[config.mk]
export PLATFORM = sky130hd
export DESIGN_NAME = serial_subtractor_flat
export DESIGN_NICKNAME = d
export VERILOG_FILES = /design/src/rtl/serial_subtractor_if.sv /design/src/rtl/serial_subtractor.sv /design/src/flat_wrapper.sv
export SDC_FILE = /design/constraint.sdc
export NUM_CORES = 1
export LEC_CHECK = 0
export CELL_PAD_IN_SITES_DETAIL_PLACEMENT = 1
export CELL_PAD_IN_SITES_GLOBAL_PLACEMENT = 2
export CORE_ASPECT_RATIO = 0.7
export CORE_UTILIZATION = 32
export CTS_CLUSTER_DIAMETER = 80
export DETAILED_ROUTE_END_ITERATION = 12
export PLACE_DENSITY_LB_ADDON = 0.1
export SYNTH_ARGS = -nofsm -noshare
export SYNTH_HDL_FRONTEND = slang
export SYNTH_SLANG_ARGS = --single-unit
export TNS_END_PERCENT = 10
[constraint.sdc]
create_clock -name clk -period 1.9 [get_ports clk]
set_clock_uncertainty 0.1 [all_clocks]
set_input_delay 0.19 -clock clk [delete_from_list [all_inputs] [get_ports clk]]
set_output_delay 0.19 -clock clk [all_outputs]
set_load 0.005 [all_outputs]
[src/rtl/serial_subtractor_if.sv]
// Operand/result bundle for serial_subtractor; master drives start/a/b, slave returns results.
// Optional signed-overflow flag ovf is present only when SUB_OVF_EN is defined.
interface serial_subtractor_if #(
  parameter int unsigned W = 4
);
  logic         start;
  logic [W-1:0] a;
  logic [W-1:0] b;
  logic [W-1:0] diff;
  logic         borrow;
  logic         busy;
  logic         done;
`ifdef SUB_OVF_EN
  logic         ovf;

  modport master (
    output start, a, b,
    input  diff, borrow, busy, done, ovf
  );

  modport slave (
    input  start, a, b,
    output diff, borrow, busy, done, ovf
  );
`else
  modport master (
    output start, a, b,
    input  diff, borrow, busy, done
  );

  modport slave (
    input  start, a, b,
    output diff, borrow, busy, done
  );
`endif
endinterface

[src/rtl/serial_subtractor.sv]
// Bit-serial W-bit subtractor: one bit per RUN cycle, LSB first, result valid in DONE.
// Define SUB_OVF_EN to add the registered signed-overflow output ovf.
module serial_subtractor #(
  parameter int unsigned W = 4
) (
  input logic                clk,
  input logic                rst,
  serial_subtractor_if.slave bus
);

  localparam int unsigned CntW = (W > 2) ? $clog2(W) : 1;
  localparam logic [CntW-1:0] CntLast = CntW'(W - 1);

  localparam logic [1:0] StIdle = 2'd0;
  localparam logic [1:0] StRun  = 2'd1;
  localparam logic [1:0] StDone = 2'd2;

  logic [1:0]      state_q, state_d;
  logic [W-1:0]    a_sr_q, a_sr_d;
  logic [W-1:0]    b_sr_q, b_sr_d;
  logic [W-1:0]    diff_q, diff_d;
  logic [CntW-1:0] cnt_q, cnt_d;
  logic            bin_q, bin_d;
  logic            borrow_q, borrow_d;
`ifdef SUB_OVF_EN
  logic            ovf_q, ovf_d;
`endif

  logic ai, bi, d, bout;

  // Full-subtractor cell on the current LSB of the rotating operand registers.
  always_comb begin
    ai   = a_sr_q[0];
    bi   = b_sr_q[0];
    d    = ai ^ bi ^ bin_q;
    bout = (~ai & bi) | (~(ai ^ bi) & bin_q);
  end

  always_comb begin
    state_d  = state_q;
    a_sr_d   = a_sr_q;
    b_sr_d   = b_sr_q;
    diff_d   = diff_q;
    cnt_d    = cnt_q;
    bin_d    = bin_q;
    borrow_d = borrow_q;
`ifdef SUB_OVF_EN
    ovf_d    = ovf_q;
`endif
    unique case (state_q)
      StIdle: begin
        if (bus.start) begin
          a_sr_d  = bus.a;
          b_sr_d  = bus.b;
          cnt_d   = '0;
          bin_d   = 1'b0;
          state_d = StRun;
        end
      end
      StRun: begin
        // Rotate rather than shift so the captured operands are intact after W cycles.
        a_sr_d = {a_sr_q[0], a_sr_q[W-1:1]};
        b_sr_d = {b_sr_q[0], b_sr_q[W-1:1]};
        diff_d = {d, diff_q[W-1:1]};
        bin_d  = bout;
        cnt_d  = cnt_q + 1'b1;
        if (cnt_q == CntLast) begin
          borrow_d = bout;
`ifdef SUB_OVF_EN
          // On the last bit ai/bi are the operand sign bits and d is the result sign bit.
          ovf_d    = (ai != bi) && (d != ai);
`endif
          state_d  = StDone;
        end
      end
      StDone: begin
        state_d = StIdle;
      end
      default: begin
        state_d = StIdle;
      end
    endcase
  end

  always_ff @(posedge clk or posedge rst) begin
    if (rst) begin
      state_q  <= StIdle;
      a_sr_q   <= '0;
      b_sr_q   <= '0;
      diff_q   <= '0;
      cnt_q    <= '0;
      bin_q    <= 1'b0;
      borrow_q <= 1'b0;
    end else begin
      state_q  <= state_d;
      a_sr_q   <= a_sr_d;
      b_sr_q   <= b_sr_d;
      diff_q   <= diff_d;
      cnt_q    <= cnt_d;
      bin_q    <= bin_d;
      borrow_q <= borrow_d;
    end
  end

`ifdef SUB_OVF_EN
  always_ff @(posedge clk or posedge rst) begin
    if (rst) begin
      ovf_q <= 1'b0;
    end else begin
      ovf_q <= ovf_d;
    end
  end

  assign bus.ovf = ovf_q;
`endif

  assign bus.diff   = diff_q;
  assign bus.borrow = borrow_q;
  assign bus.busy   = (state_q == StRun) || (state_q == StDone);
  assign bus.done   = (state_q == StDone);

endmodule
[src/flat_wrapper.sv]
// flat-port wrapper written by rule: the top's interface ports become plain ports
module serial_subtractor_flat 
#(
  parameter int unsigned W = 4
)
  (clk, rst, bus_start, bus_a, bus_b, bus_diff, bus_borrow, bus_busy, bus_done);
  serial_subtractor_if #(.W(W)) bus_i ();
  input logic clk;
  input logic rst;
  input wire logic [$bits(bus_i.start)-1:0] bus_start;
  input wire logic [$bits(bus_i.a)-1:0] bus_a;
  input wire logic [$bits(bus_i.b)-1:0] bus_b;
  output wire logic [$bits(bus_i.diff)-1:0] bus_diff;
  output wire logic [$bits(bus_i.borrow)-1:0] bus_borrow;
  output wire logic [$bits(bus_i.busy)-1:0] bus_busy;
  output wire logic [$bits(bus_i.done)-1:0] bus_done;
  assign bus_i.start = bus_start;
  assign bus_i.a = bus_a;
  assign bus_i.b = bus_b;
  assign bus_diff = bus_i.diff;
  assign bus_borrow = bus_i.borrow;
  assign bus_busy = bus_i.busy;
  assign bus_done = bus_i.done;
  serial_subtractor #(.W(W)) u_core (.clk(clk), .rst(rst), .bus(bus_i));
endmodule
# [Word level (Yosys, flattened, before mapping)]
# Index checks and enable logic that the tools add are counted.
[totals] regBits=18 inputBits=11 output_inout_bits=7 wordCells=37
[op_classes] n_addsub=1 n_eq_ne=5 muxes=11 bitwise_logic=7 n_reduce_logical=6
[ops] cell="$pmux W4 S2" n=2
[ops] cell="$mux W4" n=2
[ops] cell="$pmux W2 S2" n=2
[ops] cell="$mux W2" n=3
[ops] cell="$reduce_and A2 Y1" n=3
[ops] cell="$eq A2 B2 Y1 const B" n=2
[ops] cell="$add A2 B1 Y2 const B" n=1
[ops] cell="$and A1 B1 Y1" n=2
[ops] cell="$eq A2 B1 Y1 const B" n=1
[ops] cell="$logic_not A2 Y1" n=1
[ops] cell="$ne A2 B1 Y1 const B" n=1
[ops] cell="$ne A2 B2 Y1 const B" n=1
[ops] cell="$not A1 Y1" n=2
[ops] cell="$pmux W1 S2" n=1
[ops] cell="$reduce_bool A2 Y1" n=1
[ops] cell="$xor A1 B1 Y1" n=2
[ops] cell="$logic_or A1 B1 Y1" n=1
[ops] cell="$mux W1" n=1
[ops] cell="$or A1 B1 Y1" n=1

# [Longest topological paths before layout]
[logic_depth] ltp_word=5 ltp_mapped=6 ltp_nobuf=5

# [Least setup slack after synthesis]
# Ideal clock, no wire load.
[synth_timing] path_type="reg2reg" start="register u_core.state_q[0]" end="register u_core.a_sr_q[0]" setup_ns=0.120 arrival_time_ns=1.244 t_required_ns=1.680 slack_ns=0.436 stages_incl_launch_ff=7 n_path_buf=1 synth_period_minus_slack_ns=1.464 cell_sequence="dfrtp_1 > inv_1 > ha_1 > or2_1 > buf_6 > a21o_1 > o211a_1"
[synth_between] elab_chain_len=3 word_cells_on_any_way=6 cone_classes="2 x eq/ne; 1 x mux; 3 x reduce/logical"
[synth_lines] item="from (decl)" line_no="serial_subtractor.sv:18" source="logic [1:0] state_q, state_d;"
[synth_lines] item="from (signal assigned)" line_no="serial_subtractor.sv:87" source="state_q <= StIdle;"
[synth_lines] item="from (signal assigned)" line_no="serial_subtractor.sv:95" source="state_q <= state_d;"
[synth_lines] item="$eq A2 B1 Y1 or $logic_not A2 Y1 (tied branches)" line_no="serial_subtractor.sv:50" source="unique case (state_q)"
[synth_lines] item="$reduce_bool A2 Y1 (no line) or $ne A2 B2 Y1 (tied branches)"
[synth_lines] item="$reduce_and A2 Y1 (no line)"
[synth_lines] item="to (signal assigned)" line_no="serial_subtractor.sv:96" source="a_sr_q <= a_sr_d;"
[synth_lines] item="to (decl)" line_no="serial_subtractor.sv:19" source="logic [W-1:0] a_sr_q, a_sr_d;"
# Parallel ways exist; a longest one is shown, timed or not.
# A chain may end at the register's enable or synchronous reset.

# [Worst setup path in the final report]
[layout_timing] start="register u_core.state_q[1]" end="output bus_busy"
[layout_between] elab_chain_len=2 word_cells_on_any_way=3 cone_classes="2 x eq/ne; 1 x reduce/logical"
[layout_lines] item="$eq A2 B1 Y1 or $eq A2 B2 Y1 (tied branches)" line_no="serial_subtractor.sv:119" source="assign bus.busy = (state_q == StRun) || (state_q == StDone);"
[layout_lines] item="$logic_or A1 B1 Y1 *" line_no="serial_subtractor.sv:119"
[layout_lines] item="to (decl)" line_no="flat_wrapper.sv:15" source="output wire logic [$bits(bus_i.busy)-1:0] bus_busy;"
# Mark *: on every way between the ends. The rest lies on a longest branch, timed or not.

==> summary.md <==
| Metric | Value |
|---|---|
| Status | `complete, no violations` |
| Die ar. | `roughly 3100 sq um` |
| Worst VDD drop | `approximately 0.76 mV` |
| CTS root buf | `clkbuf_8` |
| Share of cells above drive strength 1 | `0.144` |
| Clk network pwr share | `0.162` |
| CTS tree | `yes` |
| PwrDens | `1620 nW/um^2` |
| Syn_area_per_cell | `11.1 sq um` |
| Post-synthesis cell count | `84` |
| Hold Path Class | `primary input to asynchronous set/reset pin` |
| Ant diodes | `0` |
| Setup total negative slack | `0 ns` |
| Antenna-violating nets left | `0` |
| R2R depth | `5` |
| Leading cell types in the layout, fill and taps excluded | `18 x dfrtp_1, 17 x clkdlybuf4s50_1, 8 x nand3b_1, 8 x o211a_1, 7 x a21o_1` |
| Crit. End Element | `output port` |
| FF-to-FF Start | `u_core.state_q[1]` |
| Total wire length | `slightly above 2 mm` |
| Final instance area | `~1200 sq um` |
| #FFs+latches synth | `18` |
| F_max | `0.563 GHz` |
| Clock sinks | `18` |
| Logic gate share of total power | `0.497` |
| CP Max Fanout | `3` |
| Final worst-path cycle share | `0.934` |
| Synth-to-Final Area Change | `28.6%` |
| Origin of the worst setup path | `u_core.state_q[1]` |
| Largest net degree at the start of global routing | `19` |
| Net Count, Synth | `100` |
| Die W | `66.5 um` |
| Reg2Reg Setup Slack | `~0.26 ns` |
| Leak | `0.000520 uW` |
| Unrepaired setup endpoints after global routing | `no` |
| GRT overflow | `0` |
| Post-DP Area | `1140 sq um` |
| Int Pwr | `about 1200 uW` |
| Worst-Skew Late Latency | `between 0.2 and 0.3 ns` |
| DP Wirelength | `about 1.5 mm` |
| Worst Tran Pin Value | `between 0.3 and 0.4 ns` |
| Wire per inst | `approximately 15 um` |
| Critical Path End | `bus_busy` |
| Initial antenna violation count | `0` |
| CP startpoint kind | `flop` |
| First-pass GRT wire length | `3.49 mm` |
| Net switching power | `a little over 700 uW` |
| CP arrival | `around 1.5 ns` |
| Critical Path RT | `~1.6 ns` |
| Clock Tree Buf Depth | `2` |
| Num rows | `15` |
| MaxCap Viol Count | `0` |
| Number of global-route vias before repair | `730` |
| Hold_buf cts | `0` |
| Fillers | `283` |
| Relative slew slack | `0.768` |
| Port bufs | `17` |
| Yosys warns | `0` |
| Distinct cells, synth | `23` |
| Min Tclk post-route | `1.78 ns` |
| Vias | `~670` |
| Drt first pass iters | `3` |
| Via-per-instance ratio | `4.86` |
| Initial Util | `0.357` |
| Switching part of the total | `0.363` |
| WHS | `roughly 0.15 ns` |
| Htree depth | `1` |
| Post-Syn Area | `932 sq um` |
| Top Ports | `18` |
| Sequential element share of the synthesized area | `0.483` |
| CTS Buf Count | `3` |
| Nets | `~120` |
| RePlAce Congestion | `approximately 0.7` |
| Commonest non-fill, non-tap cell in the layout | `dfrtp_1` |
| Final setup fails | `0` |
| Register share of total power | `0.340` |
| Iter 0 DRT Violations | `13` |
| Fin. Hold Viols | `0` |
| Post-route DRC | `0` |
| Gr usage total | `0.160` |
| Core Area | `around 2600 sq um` |
| Clock transition at path regs | `approximately 0.070 ns` |
| Kind of critical path | `flop to output port` |
| Die H | `~47 um` |
| Reg2reg end | `u_core.a_sr_q[1]` |
| Final slew viol count | `0` |
[worst min path at each step]
stage,startpoint,end,slack [ns],cells past startpoint
global placement,u_core.cnt_q[0],u_core.cnt_q[0],0.37,1
detailed placement,u_core.cnt_q[0],u_core.cnt_q[0],0.37,1
global route,rst,u_core.b_sr_q[0],0.19,3
CTS,rst,u_core.a_sr_q[0],0.17,3
floorplan,rst,u_core.a_sr_q[0],0.03,1
finish,rst,u_core.b_sr_q[1],0.15,3
[state kept, by name, summed over array words and instances (netlist names)]
signal and cells:
u_core.a_sr_q 4, u_core.b_sr_q 4, u_core.bin_q 1, u_core.bus.borrow 1
u_core.bus.diff 4, u_core.cnt_q 2, u_core.state_q 2
[cell families (layout without fill, tap and decap cells)]
group,after synthesis,after routing,share of synthesized area
fa+ha+maj,5,5,0.0752
mux,4,4,0.0483
compound gates,25,25,0.196
buf+inv,11,31,0.0604
flops,18,18,0.483
simple gates,21,21,0.137
[power by group through the flow]
stage	logic [uW]	clock network, uW	registers, uW
6_report	967	316	662
5_1_grt	1100	337	681
4_1_cts	980	319	664
3_5_place_dp	965	0	668
3_3_place_gp	939	0	662
2_1_floorplan	657	0	646
[timing repair]
| action | CTS | global route |
|---|---|---|
| setup buffers | 0 | 0 |
| setup endpoints to repair | 0 | 8 |
| gates resized for setup | 0 | 1 |
[layer usage]
layer,vias up,track usage,share of wire
li1,330,-,-
met5,-,0,0
met2,14,0.243,0.46
met3,2,0.0534,0.045
met4,0,0.0511,0.0048
met1,325,0.218,0.49
[cell usage after synthesis, drive strengths merged]
library cell / n / area (sq um)
a21o: 7 / 52.6
o21ai: 7 / 35.0
nand2: 4 / 17.5
clkbuf: 1 / 5.00
buf: 4 / 28.8
a21oi: 3 / 15.0
or2: 1 / 6.26
nand3b: 8 / 60.1
nand2b: 2 / 12.5
nor2b: 2 / 15.0
fa: 1 / 20.0
nand3: 1 / 5.00
dfrtp: 18 / 450
nor2: 3 / 11.3
ha: 4 / 50.1
o211a: 8 / 80.1
inv: 6 / 22.5
mux2: 4 / 45.0
[worst max-delay path, stage by stage, from the launching register on]
cell             delay, ns
dfrtp_1               0.38
inv_1                 0.08
ha_1                  0.28
clkdlybuf4s50_1       0.49
[layout make-up]
type                       count  area (sq um)  area share
timing repair buffer          21           200       0.167
inverter                       6          22.5      0.0188
clock buffer                   4          55.1      0.0459
tap                           34          42.5      0.0355
multi-input combinational     55           428       0.357
sequential                    18           450       0.376
[stage by stage]
step / total power [uW] / setup slack, ns / instances / util
floorplan: 1300 / 0.436 / 84 / -
global placement: 1600 / 0.221 / 134 / 0.437
detailed placement: 1630 / 0.142 / 134 / 0.437
CTS: 1960 / 0.116 / 138 / 0.459
global route: 2110 / 0.0460 / 138 / 0.459
finish: 1940 / 0.125 / 138 / 0.459
Power figures use the tool's default switching activity.
